[src/rtl/fsm_lec_rtc_pkg.sv]
// Shared definitions for the RTC read sweeper: state encodings, register map, sweep length.
// Macro RTC_LEC_TIMER_EN adds the three timer registers (0x41..0x43) to the sweep.
package fsm_lec_rtc_pkg;

  // Bus-cycle phases; the engine walks DIR..ESP2 and the sweep adds IDLE/FIN around it.
  typedef enum logic [2:0] {
    IDLE = 3'd0,
    DIR  = 3'd1,
    ESP1 = 3'd2,
    DAT  = 3'd3,
    ESP2 = 3'd4,
    FIN  = 3'd5
  } estado_t;

  typedef enum logic [1:0] {
    B_IDLE = 2'd0,
    B_LEC  = 2'd1,
    B_FIN  = 2'd2
  } barrido_t;

  localparam logic [7:0] DIR_SEG      = 8'h21;
  localparam logic [7:0] DIR_MIN      = 8'h22;
  localparam logic [7:0] DIR_HORA     = 8'h23;
  localparam logic [7:0] DIR_DIA      = 8'h24;
  localparam logic [7:0] DIR_MES      = 8'h25;
  localparam logic [7:0] DIR_ANIO     = 8'h26;
  localparam logic [7:0] DIR_SEG_TIM  = 8'h41;
  localparam logic [7:0] DIR_MIN_TIM  = 8'h42;
  localparam logic [7:0] DIR_HORA_TIM = 8'h43;

`ifdef RTC_LEC_TIMER_EN
  localparam int N_REGS = 9;
`else
  localparam int N_REGS = 6;
`endif

  function automatic logic [7:0] dir_reg(input logic [3:0] idx);
    case (idx)
      4'd0:    return DIR_SEG;
      4'd1:    return DIR_MIN;
      4'd2:    return DIR_HORA;
      4'd3:    return DIR_DIA;
      4'd4:    return DIR_MES;
      4'd5:    return DIR_ANIO;
      4'd6:    return DIR_SEG_TIM;
      4'd7:    return DIR_MIN_TIM;
      4'd8:    return DIR_HORA_TIM;
      default: return 8'h00;
    endcase
  endfunction

endpackage

[src/rtl/fsm_lec_rtc_ciclo.sv]
// rtc_ciclo_lec: one multiplexed-bus read (address strobe, gap, read strobe, gap).
// start is sampled in IDLE and on the last ESP2 cycle so consecutive reads run gap-free.
module rtc_ciclo_lec
  import fsm_lec_rtc_pkg::*;
#(
  parameter int T_PULSO  = 10,
  parameter int T_ESPERA = 3
) (
  input  logic       clk,
  input  logic       reset,
  input  logic       start,
  input  logic [7:0] direccion,
  input  logic [7:0] dato_in,
  output logic       a_d,
  output logic       cs,
  output logic       rd,
  output logic       wr,
  output logic       bus_oe,
  output logic [7:0] dato_out,
  output logic [7:0] dato,
  output logic       done
);

  localparam logic [7:0] P_REC = 8'(T_PULSO - 1);
  localparam logic [7:0] E_REC = 8'(T_ESPERA - 1);

  estado_t    fase, fase_nx;
  logic [7:0] cnt, cnt_nx;
  logic       ult;

  assign ult = (cnt == 8'd0);

  always_ff @(posedge clk or posedge reset) begin
    // NOTE: state registers use <= so every flop samples pre-edge values, independent of block order.
    if (reset) begin
      fase <= IDLE;
      cnt  <= P_REC;
      dato <= 8'h00;
    end else begin
      fase <= fase_nx;
      cnt  <= cnt_nx;
      if (fase == DAT && ult) dato <= dato_in;
    end
  end

  always_comb begin
    // NOTE: every output gets a default first; a path that skips an assignment would infer a latch.
    fase_nx  = fase;
    cnt_nx   = cnt - 8'd1;
    done     = 1'b0;
    a_d      = 1'b1;
    cs       = 1'b1;
    rd       = 1'b1;
    wr       = 1'b1;
    bus_oe   = 1'b0;
    dato_out = 8'h00;
    case (fase)
      IDLE: begin
        cnt_nx = P_REC;
        if (start) fase_nx = DIR;
      end
      DIR: begin
        a_d      = 1'b0;
        cs       = 1'b0;
        wr       = 1'b0;
        bus_oe   = 1'b1;
        dato_out = direccion;
        if (ult) begin
          fase_nx = ESP1;
          cnt_nx  = E_REC;
        end
      end
      ESP1: begin
        if (ult) begin
          fase_nx = DAT;
          cnt_nx  = P_REC;
        end
      end
      DAT: begin
        cs = 1'b0;
        rd = 1'b0;
        if (ult) begin
          fase_nx = ESP2;
          cnt_nx  = E_REC;
        end
      end
      ESP2: begin
        if (ult) begin
          done    = 1'b1;
          cnt_nx  = P_REC;
          fase_nx = start ? DIR : IDLE;
        end
      end
      default: begin
        fase_nx = IDLE;
        cnt_nx  = P_REC;
      end
    endcase
  end

endmodule

[src/rtl/fsm_lec_rtc.sv]
// RTC read sweeper: reads the clock registers into shadows and commits them all at once in FIN.
// Macro RTC_LEC_TIMER_EN extends the sweep to the timer registers; otherwise those outputs are 0.
module fsm_lec_rtc
  import fsm_lec_rtc_pkg::*;
#(
  parameter int T_PULSO  = 10,
  parameter int T_ESPERA = 3
) (
  input  logic       clk,
  input  logic       reset,
  input  logic       do_it_lec,
  output logic       a_d,
  output logic       cs,
  output logic       rd,
  output logic       wr,
  output logic       bus_oe,
  output logic [7:0] dato_out,
  input  logic [7:0] dato_in,
  output logic [7:0] seg,
  output logic [7:0] min,
  output logic [7:0] hora,
  output logic [7:0] dia,
  output logic [7:0] mes,
  output logic [7:0] anio,
  output logic [7:0] seg_tim,
  output logic [7:0] min_tim,
  output logic [7:0] hora_tim,
  output logic       ocupado,
  output logic       listo
);

  localparam logic [3:0] IDX_ULT = 4'(N_REGS - 1);

  barrido_t   estado, estado_nx;
  logic [3:0] idx;
  logic       start, done;
  logic [7:0] dato_cap;
  logic [7:0] shadow [N_REGS];
  logic [7:0] out_q  [N_REGS];

  rtc_ciclo_lec #(
    .T_PULSO  (T_PULSO),
    .T_ESPERA (T_ESPERA)
  ) u_ciclo (
    .clk       (clk),
    .reset     (reset),
    .start     (start),
    .direccion (dir_reg(idx)),
    .dato_in   (dato_in),
    .a_d       (a_d),
    .cs        (cs),
    .rd        (rd),
    .wr        (wr),
    .bus_oe    (bus_oe),
    .dato_out  (dato_out),
    .dato      (dato_cap),
    .done      (done)
  );

  always_comb begin
    estado_nx = estado;
    start     = 1'b0;
    listo     = 1'b0;
    ocupado   = (estado != B_IDLE);
    case (estado)
      B_IDLE: begin
        if (do_it_lec) begin
          start     = 1'b1;
          estado_nx = B_LEC;
        end
      end
      B_LEC: begin
        if (done) begin
          if (idx == IDX_ULT) estado_nx = B_FIN;
          else                start     = 1'b1;
        end
      end
      B_FIN: begin
        listo     = 1'b1;
        estado_nx = B_IDLE;
      end
      default: estado_nx = B_IDLE;
    endcase
  end

  always_ff @(posedge clk or posedge reset) begin
    // NOTE: shadows and outputs are reset as well, so an aborted sweep leaves nothing behind to commit.
    if (reset) begin
      estado <= B_IDLE;
      idx    <= 4'd0;
      for (int i = 0; i < N_REGS; i++) begin
        shadow[i] <= 8'h00;
        out_q[i]  <= 8'h00;
      end
    end else begin
      estado <= estado_nx;
      case (estado)
        B_IDLE: idx <= 4'd0;
        B_LEC: begin
          if (done) begin
            for (int i = 0; i < N_REGS; i++)
              if (idx == 4'(i)) shadow[i] <= dato_cap;
            idx <= idx + 4'd1;
          end
        end
        B_FIN: begin
          for (int i = 0; i < N_REGS; i++) out_q[i] <= shadow[i];
        end
        default: idx <= 4'd0;
      endcase
    end
  end

  assign seg  = out_q[0];
  assign min  = out_q[1];
  assign hora = out_q[2];
  assign dia  = out_q[3];
  assign mes  = out_q[4];
  assign anio = out_q[5];
`ifdef RTC_LEC_TIMER_EN
  assign seg_tim  = out_q[6];
  assign min_tim  = out_q[7];
  assign hora_tim = out_q[8];
`else
  assign seg_tim  = 8'h00;
  assign min_tim  = 8'h00;
  assign hora_tim = 8'h00;
`endif

endmodule

[config.mk]
export PLATFORM = sky130hd
export DESIGN_NAME = fsm_lec_rtc
export DESIGN_NICKNAME = d
export VERILOG_FILES = /design/src/rtl/fsm_lec_rtc_pkg.sv /design/src/rtl/fsm_lec_rtc_ciclo.sv /design/src/rtl/fsm_lec_rtc.sv
export SDC_FILE = /design/constraint.sdc
export NUM_CORES = 1
export LEC_CHECK = 0
export BUFFER_PORTS_ARGS = -buffer_cell sky130_fd_sc_hd__buf_2
export CAP_MARGIN = 20
export CORE_MARGIN = 1
export CORE_UTILIZATION = 50
export DETAILED_ROUTE_END_ITERATION = 10
export GPL_ROUTABILITY_DRIVEN = 0
export MAX_ROUTING_LAYER = met4
export PLACE_DENSITY = 0.75
export SKIP_LAST_GASP = 1
export SYNTH_ARGS = -nofsm -noshare
export SYNTH_HDL_FRONTEND = slang
export SYNTH_SLANG_ARGS = --single-unit
[constraint.sdc]
create_clock -name clk -period 7.41 [get_ports clk]
set_clock_uncertainty 0.1 [all_clocks]
set_input_delay 0.3705 -clock clk [delete_from_list [all_inputs] [get_ports clk]]
set_output_delay 0.3705 -clock clk [all_outputs]
set_load 0.05 [all_outputs]
### Word-level counts from Yosys, hierarchy flattened

Memories as Yosys holds them, arrays and structs flattened.
Index checks and enable logic that the tools add are counted.
Widths: inputs -> output; s select.

| storage, ports and cells | value |
|---|---|
| register bits | 121 |
| ROM bits | 80 |
| output and inout port bits | 87 |
| logic and storage cells | 85 |
| memories kept | 1 |

| cells by class | value |
|---|---|
| add/subtract/negate cells | 2 |
| eq/ne operators | 19 |
| muxes and demuxes | 28 |
| bitwise logic cells | 1 |
| reductions and logical operators | 17 |

Memory list:

| memory | words | width | rd ports | clocked after Yosys merged registers in | wr ports | RTL line | source |
|---|---|---|---|---|---|---|---|
| (no name shown) | 16 | 5 | 1 | 0 | 0 | fsm_lec_rtc_pkg.sv:38 | `case (idx)` |

Operators with widths:

| cell | count |
|---|---|
| $mux 8 | 3 |
| $reduce_and 3->1 | 7 |
| $pmux 8 s2 | 1 |
| $mux 3 | 5 |
| $pmux 3 s5 | 1 |
| $mux 1 | 11 |
| $ne 2x1->1 const B | 5 |
| $eq 4x2->1 const B | 2 |
| $eq 4x3->1 const B | 2 |
| $logic_not 8->1 | 1 |
| $pmux 4 s2 | 1 |
| $sub 8x1->8 const B | 1 |
| $eq 3x2->1 const B | 2 |
| $mux 2 | 3 |
| $ne 2x2->1 const B | 3 |
| $reduce_and 5->1 | 1 |
| $add 4x1->4 const B | 1 |
| $eq 4x1->1 const B | 1 |
| $logic_not 4->1 | 1 |
| $mux 4 | 1 |
| $pmux 2 s2 | 1 |
| $reduce_or 2->1 | 2 |
| $eq 3x1->1 const B | 1 |
| $eq 3x3->1 const B | 1 |
| 9 further kinds | 9 |

### Longest topological paths before layout

Gate-level depths: netlist (run 1).

| logic depth | value |
|---|---|
| word-level depth | 8 |
| gate-level depth with buffers | 6 |

### Hierarchy

A second synthesis (run 1) with hierarchy kept.

| second synthesis, totals | value |
|---|---|
| cells, all modules | 486 |
| area, all modules | 5328.9 um^2 |

By module, submodules not included:

| module | times used | cells an instance | area each (um^2) | seq. area each (um^2) |
|---|---|---|---|---|
| fsm_lec_rtc | 1 | 385 | 4289.1 | 2552.4 |
| rtc_ciclo_lec | 1 | 101 | 1039.7 | 478.0 |

### Worst setup path before layout (run 1)

Ideal clock, no wire load.

| timing | value |
|---|---|
| kind | reg-to-output |
| from | register u_ciclo.fase[2] |
| to | output dato_out[5] |
| arrival | 2.467 ns |
| required time | 6.939 ns |
| path slack | 4.472 ns |
| cell stages (with the launch flop) | 6 |
| buffers on the path | 2 |
| cells stage by stage | dfrtp_1 -> clkbuf_1 -> nor2b_1 -> nand2b_1 -> clkbuf_1 -> a211oi_1 |

| on the way | value |
|---|---|
| word-level cells in the longest chain between the ends | 2 |

Ends and longest elaborated chain:

| item | RTL line | source |
|---|---|---|
| start: declaration | fsm_lec_rtc_ciclo.sv:27 | `estado_t fase, fase_nx;` |
| start signal: assignment | fsm_lec_rtc_ciclo.sv:40 | `fase <= fase_nx;` |
| $eq 3x1->1 | fsm_lec_rtc_ciclo.sv:57 | `case (fase)` |
| $mux 8 | fsm_lec_rtc_ciclo.sv:57 |  |
| end: declaration | fsm_lec_rtc.sv:17 | `output logic [7:0] dato_out,` |

Every way passes these cells.

### Worst setup path in the final report (run 1)

| timing | value |
|---|---|
| from | register u_ciclo.cnt[1] |
| to | register shadow[25] in the netlist's numbering |

| on the way | value |
|---|---|
| word-level cells in the longest chain between the ends | 4 |

Ends and longest elaborated chain:

| item | RTL line | source |
|---|---|---|
| start: declaration | fsm_lec_rtc_ciclo.sv:28 | `logic [7:0] cnt, cnt_nx;` |
| start signal: assignment | fsm_lec_rtc_ciclo.sv:41 | `cnt <= cnt_nx;` |
| $logic_not 8->1 | fsm_lec_rtc_ciclo.sv:31 | `assign ult = (cnt == 8'd0);` |
| $mux 1 | fsm_lec_rtc_ciclo.sv:88 | `if (ult) begin` |
| $mux 1 | fsm_lec_rtc_ciclo.sv:57 |  |
| $reduce_and 3->1 (no line) | - |  |
| end signal: indexed assignment | fsm_lec_rtc.sv:102 | `if (idx == 4'(i)) shadow[i] <= dato_cap;` |
| end: declaration | fsm_lec_rtc.sv:38 | `logic [7:0] shadow [N_REGS];` |

Every way passes these cells.
A chain may end at the register's enable or synchronous reset.

==> results of run 1 <==
[report_power, final]
group | total (mW) | switching, mW | internal, mW
Combinational | 0.0570 | 0.0457 | 0.0113
Clock | 0.838 | 0.290 | 0.548
Sequential | 0.676 | 0.00826 | 0.668
[per-layer routing]
metal,up-vias,global-route usage
met5,-,-
met4,0,0.0602
met3,19,0.0708
met2,104,0.319
met1,1641,0.266
li1,1459,-
[final cells by class]
class                           count  area share
Sequential cell                   121       0.481
Multi-Input combinational cell    235       0.318
Clock buffer                       22      0.0751
Timing Repair Buffer               79      0.0719
Tap cell                          133      0.0264
Clock inverter                     10      0.0225
Inverter                            8     0.00517
[Yosys cell counts, types with 2 or more instances]
| cell | n |
|---|---|
| a21oi_1 | 6 |
| mux2i_1 | 2 |
| xnor2_1 | 4 |
| o21a_1 | 2 |
| nand2_4 | 4 |
| o21ai_0 | 8 |
| nand3_1 | 9 |
| o211ai_1 | 4 |
| nor3_1 | 2 |
| mux2_4 | 3 |
| dfstp_2 | 2 |
| nor2_1 | 16 |
| nor4b_1 | 2 |
| nand2b_1 | 2 |
| xor2_1 | 2 |
| clkbuf_1 | 10 |
| mux2_2 | 97 |
| or4_1 | 2 |
| inv_1 | 8 |
| or3_1 | 2 |
| mux2_1 | 4 |
| dfrtp_1 | 119 |
| ha_1 | 5 |
| nor2b_1 | 5 |
| buf_1 | 2 |
| buf_4 | 28 |
| nand2_1 | 8 |
| nand4_2 | 2 |
[final timing paths]
| check | startpoint | end | slack (ns) | depth (start not counted) |
|---|---|---|---|---|
| worst max-delay path | u_ciclo.cnt[1] | shadow[25] | 4.79 | 6 |
| worst min-delay path | dato_in[7] | u_ciclo.dato[7] | 0.02 | 2 |
| worst max register to register | u_ciclo.cnt[1] | shadow[25] | 4.79 | 6 |
| worst min register to register | shadow[35] | shadow[35] | 0.40 | 1 |
| max in group asynchronous | reset | shadow[2] | 5.89 | 5 |
| min in group asynchronous | reset | min[3] | 0.31 | 3 |
[state kept, by name, summed over array words and instances, names as in the netlist, 4 cells and up]
register,count
anio,8
dia,8
hora,8
idx,4
mes,8
min,8
seg,8
shadow,48
u_ciclo.cnt,8
u_ciclo.dato,8
[cell families (layout without fill, tap and decap cells)]
group	count (synthesis)	in the layout
mux	106	106
simple gates	65	65
buf+inv	49	119
flops	121	121
other cells	1	27
fa+ha+maj	5	5
compound gates	26	26
xor+xnor	6	6
[metrics by stage]
stage / hold WS (ns) / power [mW] / utilization
detailed placement: 0.323 / 0.741 / 0.562
global route: 0.00184 / 1.62 / 0.632
global placement: 0.321 / 0.740 / 0.562
CTS: 0.00408 / 1.58 / 0.630
finish: 0.0193 / 1.57 / 0.632
floorplan: 0.359 / 0.740 / -
[worst reg2reg max path, stage by stage, from the launching register on]
cell and delay (ns):
dfrtp_1 0.38, inv_1 0.07, ha_1 0.21, or4b_4 0.54, nor4_4 0.59, nand2_4 0.20
mux2_1 0.40
[what timing repair did]
item                                   CTS  global route
setup endpoints to repair                0             0
endpoints found under the hold margin   39             0
hold buffers                             6             0
==> impl_results.md, run 1 <==
- Outcome: completed
- Post-synthesis average cell area: 13.8 µm²
- DRT Pass-1 Iters: 4
- Rel. slew slack: 0.425
- CP max stage delay: 0.59 ns
- Largest cells by area after synthesis: dfrtp_1 (57%), mux2_2 (21%), buf_4 (4.0%)
- Uppermost routed layer: met4
- CTS tree: built
- Die Y-Extent: 104 µm
- First-pass GRT wire length: 16700 µm
- Core area: 9950 µm²
- Fin crit period: 2.62 ns
- Post_cts resized: 0
- Footprint of the multi-input gates: 2000 µm²
- CP cell instances: inv_1 > ha_1 > or4b_4 > nor4_4 > nand2_4 > mux2_1
- Worst path top cell family by delay: simple AND/OR/NAND/NOR gates
- Setup crit start kind: flip-flop
- Final Cell Area: 6300 µm²
- Worst-Skew Late Latency: 0.51 ns
- Leakage power: 3.29 nW
- Type of the most critical hold path: input pin to flip-flop
- Post-synth EDFFs: 0
- Compound-Gate Fraction of Synth Area: 0.0312
- Peak supply drop: 0.196 mV
- Fill cells: 735
- Worst EP arrival: 2.90 ns
- Vias: 3223
- Initial drt markers: 177
- CP required: 7.69 ns
- Antenna cells: 0
- Initial Utilization: 0.525
- Slew Viols, Final: 0
- Drt drc: 0
- Final setup viols: 0
- Die area: 10900 µm²
- CTS H-tree lvls: 4
- Commonest non-fill, non-tap cell in the layout: dfrtp_1
- Post-synthesis mux area share: 0.230
- Simple-gate share of the synthesized area: 0.0786
- WL met3: 583 µm
- Fin. Hold Viols: 0
- CTS Root Buffer Type: clkbuf_8
- Top-area cell type share of the netlist area: 0.570
- Vias in the first global route: 3150
- Adder-cell share of the synthesized area: 0.0120
- Slowest stage cell, crit path: nor4_4
- Area of placed instances: 5590 µm²
- Yosys warnings: 0
- Syn Inst Count: 379
- Sequential area share after synthesis: 0.580
- CP Capture Type: flip-flop
- Largest family of logic cells by synthesized area: multiplexers
- Worst-margin pin slew: 0.850 ns
- Count of state elements after synthesis: 121
- DR WL/cell: 17.2 µm
- Worst-path clk slew: 0.06 ns
- Initial antenna violation count: 0
- Post-DP HPWL: 6610 µm
- Met2 routed WL: 5140 µm
- Total gr overflow: 0
- Final setup margin: 4.79 ns
- Post-CTS setup repair buffer count: 0
- Gr usage total: 0.209
- Nets: 478
- Synth Flop Type: dfrtp_1
- Largest net degree at the start of global routing: 86
- Deepest clock path buffer count: 2
- Worst setup path category: flip-flop to flip-flop
- Number of cell rows: 36
- Post-synthesis xor/xnor area fraction: 0.0101
- Final Routed Wirelength: 10400 µm
- Routed Antenna Nets: 0
- Port bufs: 70
- RSZ-0062 raised after global routing: false
- Buffers and inverters on the worst path: 1
- Num CTS Buffers: 17
- F_max: 381 MHz
- Share of layout cells above drive strength 1: 0.461
- Vias per inst: 5.30
- Die width: 104 µm
- Wire length on met1: 4560 µm
- Pre-CTS setup slack: 4.85 ns
- Setup TNS: 0 ns
- Largest area contributor in the netlist: dfrtp_1
- Worst-path maximum fanout: 8
- Post-synthesis async set-or-reset flop share: 1.00
- PwrDens: 250 nW/µm²
- Layout area overhead: 20.6%
- Fin cells: 608
- Reg area: 3030 µm²
- Final period utilization: 0.354
- Netlist Area Pre-Place: 5220 µm²
- Cells after DPL: 569
- Synth cell types: 47
- Clock Sinks: 121
- Most frequent cells in the layout: dfrtp_1 (119), mux2_2 (97), buf_2 (70)
- Max-Cap Viols: 0
- Num ports: 98
Power figures use the tool's default switching activity.
==> inputs of run 2 (changes only) <==
Settings changed: PLACE_DENSITY 0.75 to 0.78.
Clock period 7.41 ns to 2.3 ns, I/O delays scaled along.
==> impl_results.md, run 2 (synthesis gave the netlist of run 1 again) <==
- Outcome: completed
- CP cell instances: inv_1 > ha_1 > or4b_4 > buf_4 > nor2_1 > nand3_1 > buf_4 > mux2_2
- Final setup viols: 0 (unchanged)
- Gr usage total: 0.222 (+0.0130)
- Fill cells: 719 (-2.2%)
- Deepest clock path buffer count: 2 (unchanged)
- Largest register by flop count: shadow
- CP max stage delay: 0.52 ns (-0.07 ns)
- F_max: 443 MHz (+16%)
- Final Routed Wirelength: 10700 µm (+2.6%)
- Share of layout cells above drive strength 1: 0.489 (+0.0279)
- Vias per inst: 5.15 (-2.9%)
- Commonest non-fill, non-tap cell in the layout: dfrtp_1
- Antenna cells: 0 (unchanged)
- Reg2Reg Setup Slack: 0.04 ns (-4.74 ns)
- Setup crit start kind: flip-flop
- CTS Root Buffer Type: clkbuf_8
- Die Y-Extent: 104 µm (unchanged)
- Number of cell rows: 36 (unchanged)
- Vias in the first global route: 3426 (+8.8%)
- Pre-CTS setup slack: -0.158 ns (-5.00 ns)
- Slew Viols, Final: 0 (unchanged)
- Max FFs per register: 48 (unchanged)
- Final setup margin: 0.0437 ns (-4.74 ns)
- Buffers and inverters on the worst path: 3 (+2)
- Fin crit period: 2.26 ns (-0.365 ns)
- Clock Sinks: 121 (unchanged)
- Die area: 10900 µm² (unchanged)
- Total gr overflow: 0 (unchanged)
- Area of placed instances: 5760 µm² (+3.0%)
- Reg2Reg Launch Point: u_ciclo.cnt[0]
- RSZ-0062 raised after global routing: true
- CP Capture Type: flip-flop
- Worst setup path end: u_ciclo.dato[5]
- Vias: 3244 (+0.65%)
- First-pass GRT wire length: 18100 µm (+8.2%)
- Reg2reg end: u_ciclo.dato[5]
- DRT Pass-1 Iters: 4 (unchanged)
- Port bufs: 70 (unchanged)
- Worst-path maximum fanout: 9 (+1)
- Initial drt markers: 196 (+11%)
- DR WL/cell: 17.0 µm (-0.96%)
- Tot Pwr: 5.00 mW (+220%)
- Slowest stage cell, crit path: or4b_4
- Max-Cap Viols: 0 (unchanged)
- Post-DP HPWL: 6760 µm (+2.2%)
- Crit path top cell by count: buf_4
- Leakage power: 3.41 nW (+3.6%)
- Layout area overhead: 24.8%
- Drt drc: 0 (unchanged)
- Worst path top cell family by delay: simple AND/OR/NAND/NOR gates
- Worst-Skew Late Latency: 0.51 ns (about the same)
- Worst setup path category: flip-flop to flip-flop
- Fin. Hold Viols: 0 (unchanged)
- Num ports: 98 (unchanged)
- Worst EP arrival: 2.54 ns (-0.36 ns)
- Final Cell Area: 6510 µm² (+3.5%)
- Peak supply drop: 0.670 mV (+240%)
- Largest net degree at the start of global routing: 122 (+42%)
- CP required: 2.58 ns (-5.11 ns)
- Most frequent cells in the layout: dfrtp_1 (117), mux2_2 (96), buf_2 (69)
- CTS tree: built
- Setup TNS: 0 ns (unchanged)
- FF-to-FF path depth: 8 (+2)
- Routed Antenna Nets: 0 (unchanged)
- Type of the most critical hold path: input pin to asynchronous set/reset pin
- Die width: 104 µm (unchanged)
- Critical path depth: 8 (+2)
- Core area: 9950 µm² (unchanged)
- Worst Setup SP: u_ciclo.cnt[0]
- Initial Utilization: 0.525 (unchanged)
- CTS H-tree lvls: 4 (unchanged)
- PwrDens: 768 nW/µm² (+210%)
- Final period utilization: 0.981 (+0.627)
- Initial antenna violation count: 0 (unchanged)
- Num CTS Buffers: 17 (unchanged)
- Rel. slew slack: 0.584 (+0.159)
- Nets: 500 (+4.6%)
- Worst-margin pin slew: 0.624 ns (-0.226 ns)
- Worst-path clk slew: 0.06 ns (about the same)
[run 2: where the power goes]
part | switching [mW] | leakage [nW] | internal, mW
clock network | 0.934 | 0.276 | 1.70
logic | 0.147 | 1.52 | 0.0385
registers | 0.0267 | 1.61 | 2.15
[run 2: worst min-delay path by stage]
stage,start,endpoint,cells after the start
final,reset,mes[7],4
after global routing,dato_in[6],u_ciclo.dato[6],3
after CTS,reset,anio[1],4
after detailed placement,reset,mes[7],3
after global placement,reset,mes[7],3
after floorplan,dato_in[0],u_ciclo.dato[0],1
[run 2: per-layer routing]
| metal | routed length, µm | part of all wire | global-route usage | vias up |
|---|---|---|---|---|
| li1 | - | - | - | 1491 |
| met3 | 363 | 0.034 | 0.0551 | 2 |
| met2 | 5410 | 0.51 | 0.348 | 102 |
| met5 | 0 | 0 | - | - |
| met4 | 19 | 0.0018 | 0.0571 | 0 |
| met1 | 4920 | 0.46 | 0.290 | 1649 |
[run 2: metrics by stage]
stage	utilization	hold WS (ns)	std cells
after floorplan	-	0.166	405
after global placement	0.579	0.235	586
after detailed placement	0.579	0.250	586
after CTS	0.652	0.262	629
after global routing	0.654	0.276	630
final	0.654	0.230	630
[run 2: cell type report]
type,instances,area [µm²],area share
multi-input combinational,235,2050,0.314
clock buffer,21,449,0.0690
sequential,121,3030,0.466
clock inverter,11,146,0.0225
timing repair buffer,101,639,0.0982
tap,133,166,0.0255
inverter,8,33.8,0.00519
[run 2: what timing repair did]
action	in CTS	in global routing
pin swaps	1	1
hold buffers	10	0
buffers inserted	1	1
endpoints found under the hold margin	128	0
setup endpoints to repair	16	19
resized for setup	4	6
[run 2: worst reg2reg max path, cell delays in order (launching register included)]
cell and delay [ns]:
dfstp_2 0.39, inv_1 0.07, ha_1 0.16, or4b_4 0.52, buf_4 0.17, nor2_1 0.15
nand3_1 0.09, buf_4 0.19, mux2_2 0.29
==> inputs of run 3 (changes only) <==
Settings changed: CELL_PAD_IN_SITES_DETAIL_PLACEMENT set to 1, CELL_PAD_IN_SITES_GLOBAL_PLACEMENT set to 1, CORE_UTILIZATION 50 to 39, PLACE_DENSITY 0.78 to 0.77, SYNTH_HIERARCHICAL set to 1.
==> impl_results.md, run 3 <==
- Outcome: complete, but fails checks
- Violated checks: setup timing
- CTS H-tree lvls: 4 (unchanged)
- Final Routed Wirelength: 13900 µm (+29%)
- Setup TNS: -5.21 ns (-5.21 ns)
- Antenna cells: 0 (unchanged)
- Max FFs per register: 48 (unchanged)
- Fill cells: 1442 (+100%)
- Largest cells by area after synthesis: dfrtp_1 (56%), mux2_2 (11%), nand2_1 (11%)
- Fin cells: 796 (+26%)
- Footprint of the multi-input gates: 2270 µm² (+11%)
- Largest area contributor in the netlist: dfrtp_1
- Most frequent cells in the layout: nand2_1 (154), dfrtp_1 (117), buf_2 (70)
- Vias: 3879 (+20%)
- DRT Pass-1 Iters: 4 (unchanged)
- Nets: 626 (+25%)
- Vias in the first global route: 4286 (+25%)
- Initial drt markers: 228 (+16%)
- Num CTS Buffers: 17 (unchanged)
- CTS tree: built
- Top-count cell post-synth: nand2_1
- Gr usage total: 0.217 (-0.00461)
- Post-synthesis async set-or-reset flop share: 1.00 (unchanged)
- FF-to-FF path depth: 5 (-3)
- Layout area overhead: 30.0%
- DR WL/cell: 17.4 µm (+2.5%)
- Largest net degree at the start of global routing: 41 (-66%)
- Clock Sinks: 121 (unchanged)
- Rel. slew slack: 0.465 (-0.119)
- Fin crit period: 2.47 ns (+0.212 ns)
- Drt drc: 0 (unchanged)
- Die Y-Extent: 119 µm (+14%)
- Reg area: 3030 µm² (unchanged)
- Post-synthesis average cell area: 11.0 µm² (-20%)
- Worst setup path end: shadow[46]
- Post-synth EDFFs: 0 (unchanged)
- Slew Viols, Final: 0 (unchanged)
- RSZ-0062 raised after global routing: true
- Routed Antenna Nets: 0 (unchanged)
- F_max: 405 MHz (-8.6%)
- Total gr overflow: 0 (unchanged)
- PwrDens: 947 nW/µm² (+23%)
- Initial antenna violation count: 0 (unchanged)
- CP cell instances: or3b_2 > nor2_4 > or4b_4 > nor2_8 > mux2_4
- Die area: 14100 µm² (+30%)
- Vias per inst: 4.87 (-5.4%)
- Number of cell rows: 42 (+17%)
- Reg2reg end: shadow[46]
- Final setup margin: -0.168 ns (-0.212 ns)
- Slowest stage cell, crit path: or4b_4
- Worst Setup SP: u_ciclo/fase[1]
- Share of layout cells above drive strength 1: 0.365 (-0.124)
- Synth cell types: 46 (-2.1%)
- Reg2Reg Setup Slack: -0.17 ns (-0.21 ns)
- Deepest clock path buffer count: 2 (unchanged)
- Reg2Reg Launch Point: u_ciclo/fase[1]
- Yosys warnings: 6 (+6)
- First-pass GRT wire length: 22500 µm (+25%)
- Commonest cells in the netlist: nand2_1 (155), dfrtp_1 (119), mux2_2 (53)
- Cells after DPL: 745 (+27%)
- Worst-margin pin slew: 0.802 ns (+0.178 ns)
- Die width: 119 µm (+14%)
- CP max stage delay: 0.61 ns (+0.09 ns)
- Worst setup path category: flip-flop to flip-flop
- Count of state elements after synthesis: 121 (unchanged)
- Core area: 13300 µm² (+34%)
- Top-area cell type share of the netlist area: 0.559 (-0.0115)
- Initial Utilization: 0.401 (-0.124)
- Type of the most critical hold path: input pin to asynchronous set/reset pin
- Netlist Area Pre-Place: 5330 µm² (+2.1%)
- Worst-path maximum fanout: 8 (-1)
- Max-Cap Viols: 0 (unchanged)
- Worst-path clk slew: 0.05 ns (about the same)
- Peak supply drop: 0.674 mV (+0.65%)
- Leakage power: 3.74 nW (+9.9%)
- Worst EP arrival: 2.66 ns (+0.12 ns)
- Final setup viols: 36 (+36)
- CP required: 2.49 ns (-0.09 ns)
- Setup crit start kind: flip-flop
- CTS Root Buffer Type: clkbuf_16
- Fin. Hold Viols: 0 (unchanged)
- Num ports: 98 (unchanged)
- Synth Flop Type: dfrtp_1
- Port bufs: 70 (unchanged)
- Final period utilization: 1.07 (+0.0922)
- Post-DP HPWL: 9290 µm (+37%)
- CP Capture Type: flip-flop
- Syn Inst Count: 486 (+28%)
- Commonest non-fill, non-tap cell in the layout: nand2_1
- Largest register by flop count: shadow
- Sequential area share after synthesis: 0.569 (-0.0117)
- Worst-Skew Late Latency: 0.41 ns (-0.10 ns)
run 3: cell types whose count changed in the layout (fill, tap and decap cells not counted), moves of 7 or more:
cell / previous run / this run
and3_1: 0 / 8
buf_4: 18 / 37
mux2_2: 96 / 19
mux2_4: 4 / 37
nand2_1: 8 / 154
nand3_1: 9 / 2
nor2_1: 16 / 7
run 3: layout make-up:
type                    count  share of cell area
clock buffers              21              0.0679
clock inverters             9              0.0108
inverters                  11             0.00650
multi-input cells         336               0.328
flip-flops and latches    121               0.438
well taps                 176              0.0318
repair buffers            122               0.117
run 3: where the power goes:
group	total (mW)	internal, mW	switching, mW
Combinational	1.51	0.592	0.922
Clock	2.44	1.54	0.902
Sequential	2.60	2.31	0.296
run 3: worst min path at each step:
stage	cells past startpoint	startpoint	slack, ns	end
finish	3	reset	0.32	shadow[8]
global route	3	reset	0.38	shadow[9]
CTS	3	reset	0.34	shadow[9]
detailed placement	2	reset	0.21	mes[0]
global placement	2	reset	0.19	anio[1]
floorplan	1	reset	-0.04	u_ciclo/cnt[1]
run 3: stage by stage:
| stage | setup slack, ns | util | cell area [µm²] | hold slack [ns] | total power, mW |
|---|---|---|---|---|---|
| floorplan | -0.358 | - | 5580 | -0.0354 | 3.50 |
| global route | -0.240 | 0.521 | 6930 | 0.377 | 6.82 |
| CTS | -0.193 | 0.516 | 6860 | 0.336 | 6.57 |
| detailed placement | -0.263 | 0.461 | 6130 | 0.206 | 4.03 |
| finish | -0.168 | 0.521 | 6930 | 0.324 | 6.56 |
| global placement | -0.146 | 0.461 | 6130 | 0.193 | 3.94 |
run 3: kinds of logic after synthesis:
logic type | Yosys count | share of synthesized area
other | 1 | 0.000704
adders and majority gates | 6 | 0.0141
buffers and inverters | 55 | 0.0599
and+or+nand+nor | 210 | 0.191
DFF | 121 | 0.569
AOI/OAI and AO/OA | 28 | 0.0324
muxes | 58 | 0.122
xor gates and xnor gates | 7 | 0.0115
run 3: worst max-delay path, delay by kind of cell (launching register included):
family           cells  cell delay, ns
muxes                1            0.33
and+or+nand+nor      4            1.53
DFF                  1            0.38
run 3: what timing repair did:
item	CTS	global route
endpoints found under the setup margin	48	52
endpoints found under the hold margin	58	0
setup buffers	9	4
hold buffers	10	0
pin swaps	5	5
gates resized for setup	6	14
run 3: layer usage:
layer,track usage,wire length (µm)
met4,0.0712,210
met3,0.0489,441
met2,0.349,7050
met1,0.272,6170
met5,-,0
